## config.mk

```make
export PLATFORM = sky130hd
export DESIGN_NAME = ahb_timer_flat
export DESIGN_NICKNAME = d
export VERILOG_FILES = /design/src/rtl/timer_pkg.sv /design/src/rtl/ahb_timer_if.sv /design/src/rtl/ahb_lite_slv_if.sv /design/src/rtl/ahb_timer.sv /design/src/flat_wrapper.sv
export SDC_FILE = /design/constraint.sdc
export NUM_CORES = 1
export LEC_CHECK = 0
export CAP_MARGIN = 20
export CORE_MARGIN = 2
export CORE_UTILIZATION = 53
export CTS_CLUSTER_SIZE = 24
export DETAILED_ROUTE_END_ITERATION = 8
export PLACE_DENSITY = 0.8
export SLEW_MARGIN = 40
export SYNTH_ARGS = -nofsm -noshare
export SYNTH_HDL_FRONTEND = slang
export SYNTH_HIERARCHICAL = 1
export SYNTH_SLANG_ARGS = --single-unit
```

## constraint.sdc

```tcl
create_clock -name hclk -period 2.1 [get_ports hclk]
set_input_delay 0.21 -clock hclk [delete_from_list [all_inputs] [get_ports hclk]]
set_output_delay 0.21 -clock hclk [all_outputs]
set_load 0.005 [all_outputs]
```

## src/rtl/timer_pkg.sv

```systemverilog
// Shared definitions for the AHB timer: register offsets, CTRL field positions,
// AHB encodings and byte-lane helpers.
package timer_pkg;

  typedef enum logic [1:0] {
    OFF_CTRL   = 2'd0,
    OFF_COUNT  = 2'd1,
    OFF_CMP    = 2'd2,
    OFF_STATUS = 2'd3
  } reg_off_e;

  localparam int CTRL_EN        = 0;
  localparam int CTRL_IE        = 1;
  localparam int CTRL_AUTO      = 2;
  localparam int CTRL_PRESC_LSB = 8;
  localparam int CTRL_PRESC_MSB = 15;

  // Only EN/IE/AUTO and PRESC are stored; everything else reads back 0.
  localparam logic [31:0] CTRL_WMASK = 32'h0000_FF07;

  localparam logic [1:0] HTRANS_NONSEQ = 2'b10;
  localparam logic [1:0] HRESP_OKAY    = 2'b00;

  function automatic logic [3:0] lane_enables(input logic [2:0] hsize, input logic [1:0] addr_lo);
    logic [3:0] be;
    case (hsize)
      3'd0:    be = 4'b0001 << addr_lo;
      3'd1:    be = addr_lo[1] ? 4'b1100 : 4'b0011;
      default: be = 4'b1111;
    endcase
    return be;
  endfunction

  function automatic logic [31:0] lane_mask(input logic [3:0] be);
    logic [31:0] m;
    for (int i = 0; i < 4; i++) m[i*8 +: 8] = {8{be[i]}};
    return m;
  endfunction

  function automatic logic [31:0] merge_bytes(input logic [31:0] old_v, input logic [31:0] new_v,
                                              input logic [31:0] mask);
    return (old_v & ~mask) | (new_v & mask);
  endfunction

endpackage

```

## src/rtl/ahb_timer_if.sv

```systemverilog
// AHB-Lite slave-side bus bundle for the timer (shared slave bus plus its own select).
interface ahb_timer_if;
  logic        hsel;
  logic [31:0] haddr;
  logic [1:0]  htrans;
  logic        hwrite;
  logic [2:0]  hsize;
  logic        hready_in;
  logic [31:0] hwdata;
  logic        hready_out;
  logic [31:0] hrdata;
  logic [1:0]  hresp;

  modport master (
    output hsel, haddr, htrans, hwrite, hsize, hready_in, hwdata,
    input  hready_out, hrdata, hresp
  );

  modport slave (
    input  hsel, haddr, htrans, hwrite, hsize, hready_in, hwdata,
    output hready_out, hrdata, hresp
  );
endinterface

```

## src/rtl/ahb_lite_slv_if.sv

```systemverilog
// Generic AHB-Lite zero-wait slave front end: captures the address phase and
// presents write/read strobes, word offset and byte enables for the data phase.
module ahb_lite_slv_if
  import timer_pkg::*;
(
  input  logic       hclk,
  input  logic       hreset,
  input  logic       hsel_i,
  input  logic [3:0] haddr_i,
  input  logic [1:0] htrans_i,
  input  logic       hwrite_i,
  input  logic [2:0] hsize_i,
  input  logic       hready_i,
  output logic       wr_en_o,
  output logic       rd_en_o,
  output logic [1:0] offset_o,
  output logic [3:0] be_o
);

  logic       valid_q, valid_d;
  logic       write_q, write_d;
  logic [1:0] offset_q, offset_d;
  logic [3:0] be_q, be_d;

  always_comb begin
    valid_d  = valid_q;
    write_d  = write_q;
    offset_d = offset_q;
    be_d     = be_q;
    if (hready_i) begin
      // NONSEQ and SEQ both carry htrans[1]; IDLE/BUSY or no select clear valid.
      valid_d  = hsel_i && ((htrans_i & HTRANS_NONSEQ) != 2'b00);
      write_d  = hwrite_i;
      offset_d = haddr_i[3:2];
      be_d     = lane_enables(hsize_i, haddr_i[1:0]);
    end
  end

  always_ff @(posedge hclk) begin
    if (hreset) begin
      valid_q  <= 1'b0;
      write_q  <= 1'b0;
      offset_q <= 2'd0;
      be_q     <= 4'd0;
    end else begin
      valid_q  <= valid_d;
      write_q  <= write_d;
      offset_q <= offset_d;
      be_q     <= be_d;
    end
  end

  assign wr_en_o  = valid_q & write_q;
  assign rd_en_o  = valid_q & ~write_q;
  assign offset_o = offset_q;
  assign be_o     = be_q;

endmodule

```

## src/rtl/ahb_timer.sv

```systemverilog
// AHB-Lite timer: prescaled up-counter with compare, auto-reload, sticky
// MATCH flag (W1C) and a registered level interrupt.
module ahb_timer
  import timer_pkg::*;
#(
  parameter int CNT_W   = 32,
  parameter int PRESC_W = 8
) (
  input  logic       hclk,
  input  logic       hreset,
  ahb_timer_if.slave bus,
  output logic       tint
);

  logic               wr_en, rd_en;
  logic [1:0]         offset;
  logic [3:0]         be;
  logic [31:0]        wmask;
  logic [31:0]        ctrl_q, ctrl_d;
  logic [CNT_W-1:0]   count_q, count_d;
  logic [CNT_W-1:0]   cmp_q, cmp_d;
  logic               match_q, match_d;
  logic               tint_q, tint_d;
  logic [PRESC_W-1:0] pre_cnt_q, pre_cnt_d;
  logic [PRESC_W-1:0] presc;
  logic               tick, match_set, match_clr;
  logic               wr_ctrl, wr_count, wr_cmp, wr_status;
  logic [31:0]        rdata;
  logic [27:0]        unused_haddr;

  assign unused_haddr = bus.haddr[31:4];

  ahb_lite_slv_if u_slv (
    .hclk     (hclk),
    .hreset   (hreset),
    .hsel_i   (bus.hsel),
    .haddr_i  (bus.haddr[3:0]),
    .htrans_i (bus.htrans),
    .hwrite_i (bus.hwrite),
    .hsize_i  (bus.hsize),
    .hready_i (bus.hready_in),
    .wr_en_o  (wr_en),
    .rd_en_o  (rd_en),
    .offset_o (offset),
    .be_o     (be)
  );

  assign wmask     = lane_mask(be);
  assign wr_ctrl   = wr_en && (offset == OFF_CTRL);
  assign wr_count  = wr_en && (offset == OFF_COUNT);
  assign wr_cmp    = wr_en && (offset == OFF_CMP);
  assign wr_status = wr_en && (offset == OFF_STATUS);
  assign presc     = ctrl_q[CTRL_PRESC_LSB +: PRESC_W];

  // Prescaler: counts 0..PRESC while enabled, parked at 0 while disabled.
  always_comb begin
    pre_cnt_d = '0;
    tick      = 1'b0;
    if (ctrl_q[CTRL_EN]) begin
      if (pre_cnt_q == presc) tick = 1'b1;
      else                    pre_cnt_d = pre_cnt_q + 1'b1;
    end
  end

  always_comb begin
    count_d   = count_q;
    match_set = 1'b0;
    // A bus write to COUNT swallows a coincident tick entirely.
    if (wr_count) begin
      count_d = merge_bytes(count_q, bus.hwdata, wmask);
    end else if (tick) begin
      if (count_q == cmp_q) begin
        match_set = 1'b1;
        count_d   = ctrl_q[CTRL_AUTO] ? '0 : count_q + 1'b1;
      end else begin
        count_d = count_q + 1'b1;
      end
    end
  end

  always_comb begin
    ctrl_d    = wr_ctrl ? (merge_bytes(ctrl_q, bus.hwdata, wmask) & CTRL_WMASK) : ctrl_q;
    cmp_d     = wr_cmp ? merge_bytes(cmp_q, bus.hwdata, wmask) : cmp_q;
    match_clr = wr_status && be[0] && bus.hwdata[0];
    match_d   = match_set | (match_q & ~match_clr);
    tint_d    = match_q & ctrl_q[CTRL_IE];
  end

  always_ff @(posedge hclk) begin
    if (hreset) begin
      ctrl_q    <= '0;
      count_q   <= '0;
      cmp_q     <= '0;
      match_q   <= 1'b0;
      tint_q    <= 1'b0;
      pre_cnt_q <= '0;
    end else begin
      ctrl_q    <= ctrl_d;
      count_q   <= count_d;
      cmp_q     <= cmp_d;
      match_q   <= match_d;
      tint_q    <= tint_d;
      pre_cnt_q <= pre_cnt_d;
    end
  end

  always_comb begin
    rdata = '0;
    if (rd_en) begin
      case (offset)
        OFF_CTRL:   rdata = ctrl_q;
        OFF_COUNT:  rdata = count_q;
        OFF_CMP:    rdata = cmp_q;
        OFF_STATUS: rdata = {31'd0, match_q};
        default:    rdata = '0;
      endcase
    end
  end

  assign bus.hrdata     = rdata;
  assign bus.hready_out = 1'b1;
  assign bus.hresp      = HRESP_OKAY;
  assign tint           = tint_q;

endmodule

```

## src/flat_wrapper.sv

```systemverilog
// flat-port wrapper written by rule: the top's interface ports become plain ports
module ahb_timer_flat import timer_pkg::*;
#(
  parameter int CNT_W   = 32,
  parameter int PRESC_W = 8
)
  (hclk, hreset, tint, bus_hsel, bus_haddr, bus_htrans, bus_hwrite, bus_hsize, bus_hready_in, bus_hwdata, bus_hready_out, bus_hrdata, bus_hresp);
  ahb_timer_if bus_i ();
  input  logic hclk;
  input  logic hreset;
  output logic tint;
  input wire logic [$bits(bus_i.hsel)-1:0] bus_hsel;
  input wire logic [$bits(bus_i.haddr)-1:0] bus_haddr;
  input wire logic [$bits(bus_i.htrans)-1:0] bus_htrans;
  input wire logic [$bits(bus_i.hwrite)-1:0] bus_hwrite;
  input wire logic [$bits(bus_i.hsize)-1:0] bus_hsize;
  input wire logic [$bits(bus_i.hready_in)-1:0] bus_hready_in;
  input wire logic [$bits(bus_i.hwdata)-1:0] bus_hwdata;
  output wire logic [$bits(bus_i.hready_out)-1:0] bus_hready_out;
  output wire logic [$bits(bus_i.hrdata)-1:0] bus_hrdata;
  output wire logic [$bits(bus_i.hresp)-1:0] bus_hresp;
  assign bus_i.hsel = bus_hsel;
  assign bus_i.haddr = bus_haddr;
  assign bus_i.htrans = bus_htrans;
  assign bus_i.hwrite = bus_hwrite;
  assign bus_i.hsize = bus_hsize;
  assign bus_i.hready_in = bus_hready_in;
  assign bus_i.hwdata = bus_hwdata;
  assign bus_hready_out = bus_i.hready_out;
  assign bus_hrdata = bus_i.hrdata;
  assign bus_hresp = bus_i.hresp;
  ahb_timer #(.CNT_W(CNT_W), .PRESC_W(PRESC_W)) u_core (.hclk(hclk), .hreset(hreset), .bus(bus_i), .tint(tint));
endmodule
```

==> flow_summary.yaml <==
critical_path:
  slowest_stage: "dfxtp_1"
  crit_path_start_kind: "register"
  cp_num_buf_inv: 2
  crit_path_end_kind: "register"
  crit_family: "simple AND/OR/NAND/NOR gates"
  cpMostUsedCell: "buf_4"
  cp_slowest_stage_delay_ns: 0.35
  critPathKind: "register to register"
  reg2reg_depth: 8
  arrival_ns: 2.24
  path_cells: "xnor2_1 > nand4_1 > nor4_2 > buf_4 > nand3_1 > buf_4 > a32oi_1 > a211oi_1"
  crit_fanout: 3
  required_ns: 2.33
  reg2reg_slack_ns: 0.09
final_layout:
  diodes: 0
  area_growth_pct: 27.95
  fin_cells: 960
  drive_gt1_frac: 0.1566
  layout.nets: 896
power_and_ir_drop:
  p_seq_frac: 0.514
  ir_drop_mv: 0.3650
  power.total_w: 0.003669
  p_comb_frac: 0.168
  p_switching_w: 0.001001
  p_per_area_mw_per_mm2: 507.1
  power.internal_w: 0.002668
  sw_frac_of_total: 0.2728
  pwr-share-clk: 0.318
  p_leak_nw: 2.733
synth:
  syn-cell-area_mm2: 0.005654
  ys_warn_count: 6
  async_flop_share: 0
  synthFlopType: "dfxtp_1"
  synthTopCellsByArea: "dfxtp_1 (33%), nand2_1 (7.4%), a21oi_1 (6.1%)"
  syn_area_per_cell_um2: 7.788
  synth-seq-area-share: 0.3293
  synth-edff-count: 0
  synth_area_leader_cell: "dfxtp_1"
  syn_inst: 726
  ys_ff_latch: 93
  yosys.cell_types.count: 55
  synth.top_cell.area_share: 0.3293
global_routing:
  grt_pass1_wl_um: 28460
  grt_max_degree: 37
  grt_pass1_vias: 5778
  antenna_found_initial: 0
  grtUsageTotal: 0.3098
  gr-total-overflow: 0
floorplanning:
  die_area_mm2: 0.01151
  initial_core_util: 0.5477
  num_io_pins: 110
  coreArea_mm2: 0.01032
  fp.dieH_um: 107.3
  rows: 37
  die_w_um: 107.3
timing:
  finalSetupViolCount: 0
  slew-limit-headroom: 0.6413
  worst_slack_ns: 0.08961
  hold_viol: 0
  timing.fmax_ghz: 0.4974
  fin_tns_setup_ns: 0
  min_period_ns: 2.010
  fin_crit_sh: 0.9573
  drv_slew: 0
  hold_slack_ns: 0.2644
  finClkSkew_ns: 0.01016
  rsz0062_at_grt: "yes"
  tightest_slew_ns: 0.5339
place:
  hpwl_um: 12170
  place_inst: 936
  place_ws_ns: 0.02424
  numPortBuffers: 77
  gp_routability_congestion: 0.9189
routing:
  drt_iter0_markers: 700
  drc: 0
  dr.pass1.iters: 5
  wl_per_cell_um: 18.59
  viasPerCell: 6.339
  detail-route-antenna-nets: 0
  drt_wl_total_um: 17840
  dr_total_vias: 6085
clock_tree:
  cts_max_path_buffers: 2
  ctsHoldBuffers: 0
  clk-insertion-delay-late_ns: 0.36
  path_clk_slew_ns: 0.09
  htree_levels: 3
  cts_sinks: 93
  cts_buffers: 9
  root_buffer: "clkbuf_8"
  cts_tree: "done"
worst_hold_path:
  worstHoldStart: "hreset"
  hold_depth: 2
  hold_path_class: "input port to register"
status:
  status: "finished, final reports clean"
run:
  max_cap_viol_count: 0
[synthesized netlist by cell type (all sizes together), types with 20 or more instances]
master / count
a21oi: 69
a22oi: 38
and3: 28
buf: 27
clkbuf: 40
dfxtp: 93
nand2: 111
nand3: 33
nand4: 24
nor2: 20
nor2b: 25
nor4: 24
o21ai: 35
xnor2: 35
[per-stage QoR]
step                instance area, µm²    util
floorplan                         5658       -
global placement                  6814  0.6600
detailed placement                6814  0.6600
CTS                               7108  0.6885
global route                      7234  0.7008
finish                            7234  0.7008
[worst max path at each step]
stage          slack [ns]              to  cells past startpoint
3_5_place_dp         0.02        register                      7
4_1_cts            0.0004  bus_hrdata[20]                      6
2_1_floorplan        0.21        register                     10
5_1_grt             -0.02        register                      8
3_3_place_gp         0.08        register                      7
6_report             0.09        register                      8
[cells by family (layout without fill, tap and decap cells)]
| kind of cell | Yosys count | after routing | synth area share |
|---|---|---|---|
| muxes | 17 | 17 | 0.03231 |
| AOI/OAI and AO/OA | 183 | 183 | 0.2009 |
| adders and majority gates | 2 | 2 | 0.004425 |
| other | 2 | 3 | 0.001328 |
| buffers and inverters | 72 | 169 | 0.05554 |
| xor gates and xnor gates | 48 | 48 | 0.07435 |
| DFF | 93 | 93 | 0.3293 |
| and+or+nand+nor | 309 | 309 | 0.3018 |
[cell type report]
type / count / area, µm²
clock buffers: 10 / 127.6
clock inverters: 5 / 52.55
fillers: 812 / 3089
inverters: 5 / 18.77
multi-input cells: 562 / 3585
flip-flops and latches: 93 / 1882
well taps: 136 / 170.2
repair buffers: 149 / 1399
[cells in the final DEF, fill, tap and decap left out, drive strengths merged, types with 2 or more instances in the layout]
cell type,Yosys,final
nand2,111,111
dfxtp,93,93
buf,27,73
a21oi,69,69
clkdlybuf4s50,0,44
a22oi,38,38
xnor2,35,35
o21ai,35,35
nand3,33,33
and3,28,28
dlygate4sd2,0,27
nor2b,25,25
nand4,24,24
nor4,24,24
nor2,20,20
and2,19,19
mux2i,16,16
xor2,13,13
clkbuf,40,10
a211oi,9,9
a32oi,7,7
a31oi,7,7
nor3,6,6
dlymetal6s2s,0,5
inv,5,5
o211ai,5,5
nor4b,5,5
and4,4,4
o21bai,4,4
clkinv,0,3
or3,3,3
conb,2,3
a221oi,2,2
a32o,2,2
o21a,2,2
ha,2,2
[layer usage]
metal	global-route usage	vias to the layer above	share of wire
li1	-	2807	-
met1	0.3869	2852	0.39
met2	0.5235	376	0.48
met3	0.05266	50	0.099
met4	0.1364	0	0.028
met5	0	-	0
[worst reg2reg max path, delay by kind of cell, from the launching register on]
family / cells / cell delay [ns]
flops: 1 / 0.35
buf+inv: 2 / 0.34
xor+xnor: 1 / 0.27
compound gates: 2 / 0.33
simple gates: 3 / 0.60
[power by group through the flow]
stage          combinational, W  clock [W]  sequential, W
4_1_cts                0.000590    0.00118        0.00188
2_1_floorplan          0.000312          0        0.00189
3_3_place_gp           0.000541          0        0.00191
5_1_grt                0.000653    0.00125        0.00189
3_5_place_dp           0.000551          0        0.00192
6_report               0.000616    0.00117        0.00189
[repair_timing]
action	4_1_cts	5_1_grt
resized for setup	38	31
pin swaps	0	4
endpoints found under the setup margin	33	36
gates cloned	2	0
buffers inserted	5	2
No activity file was read; power rests on OpenSTA's default activity.
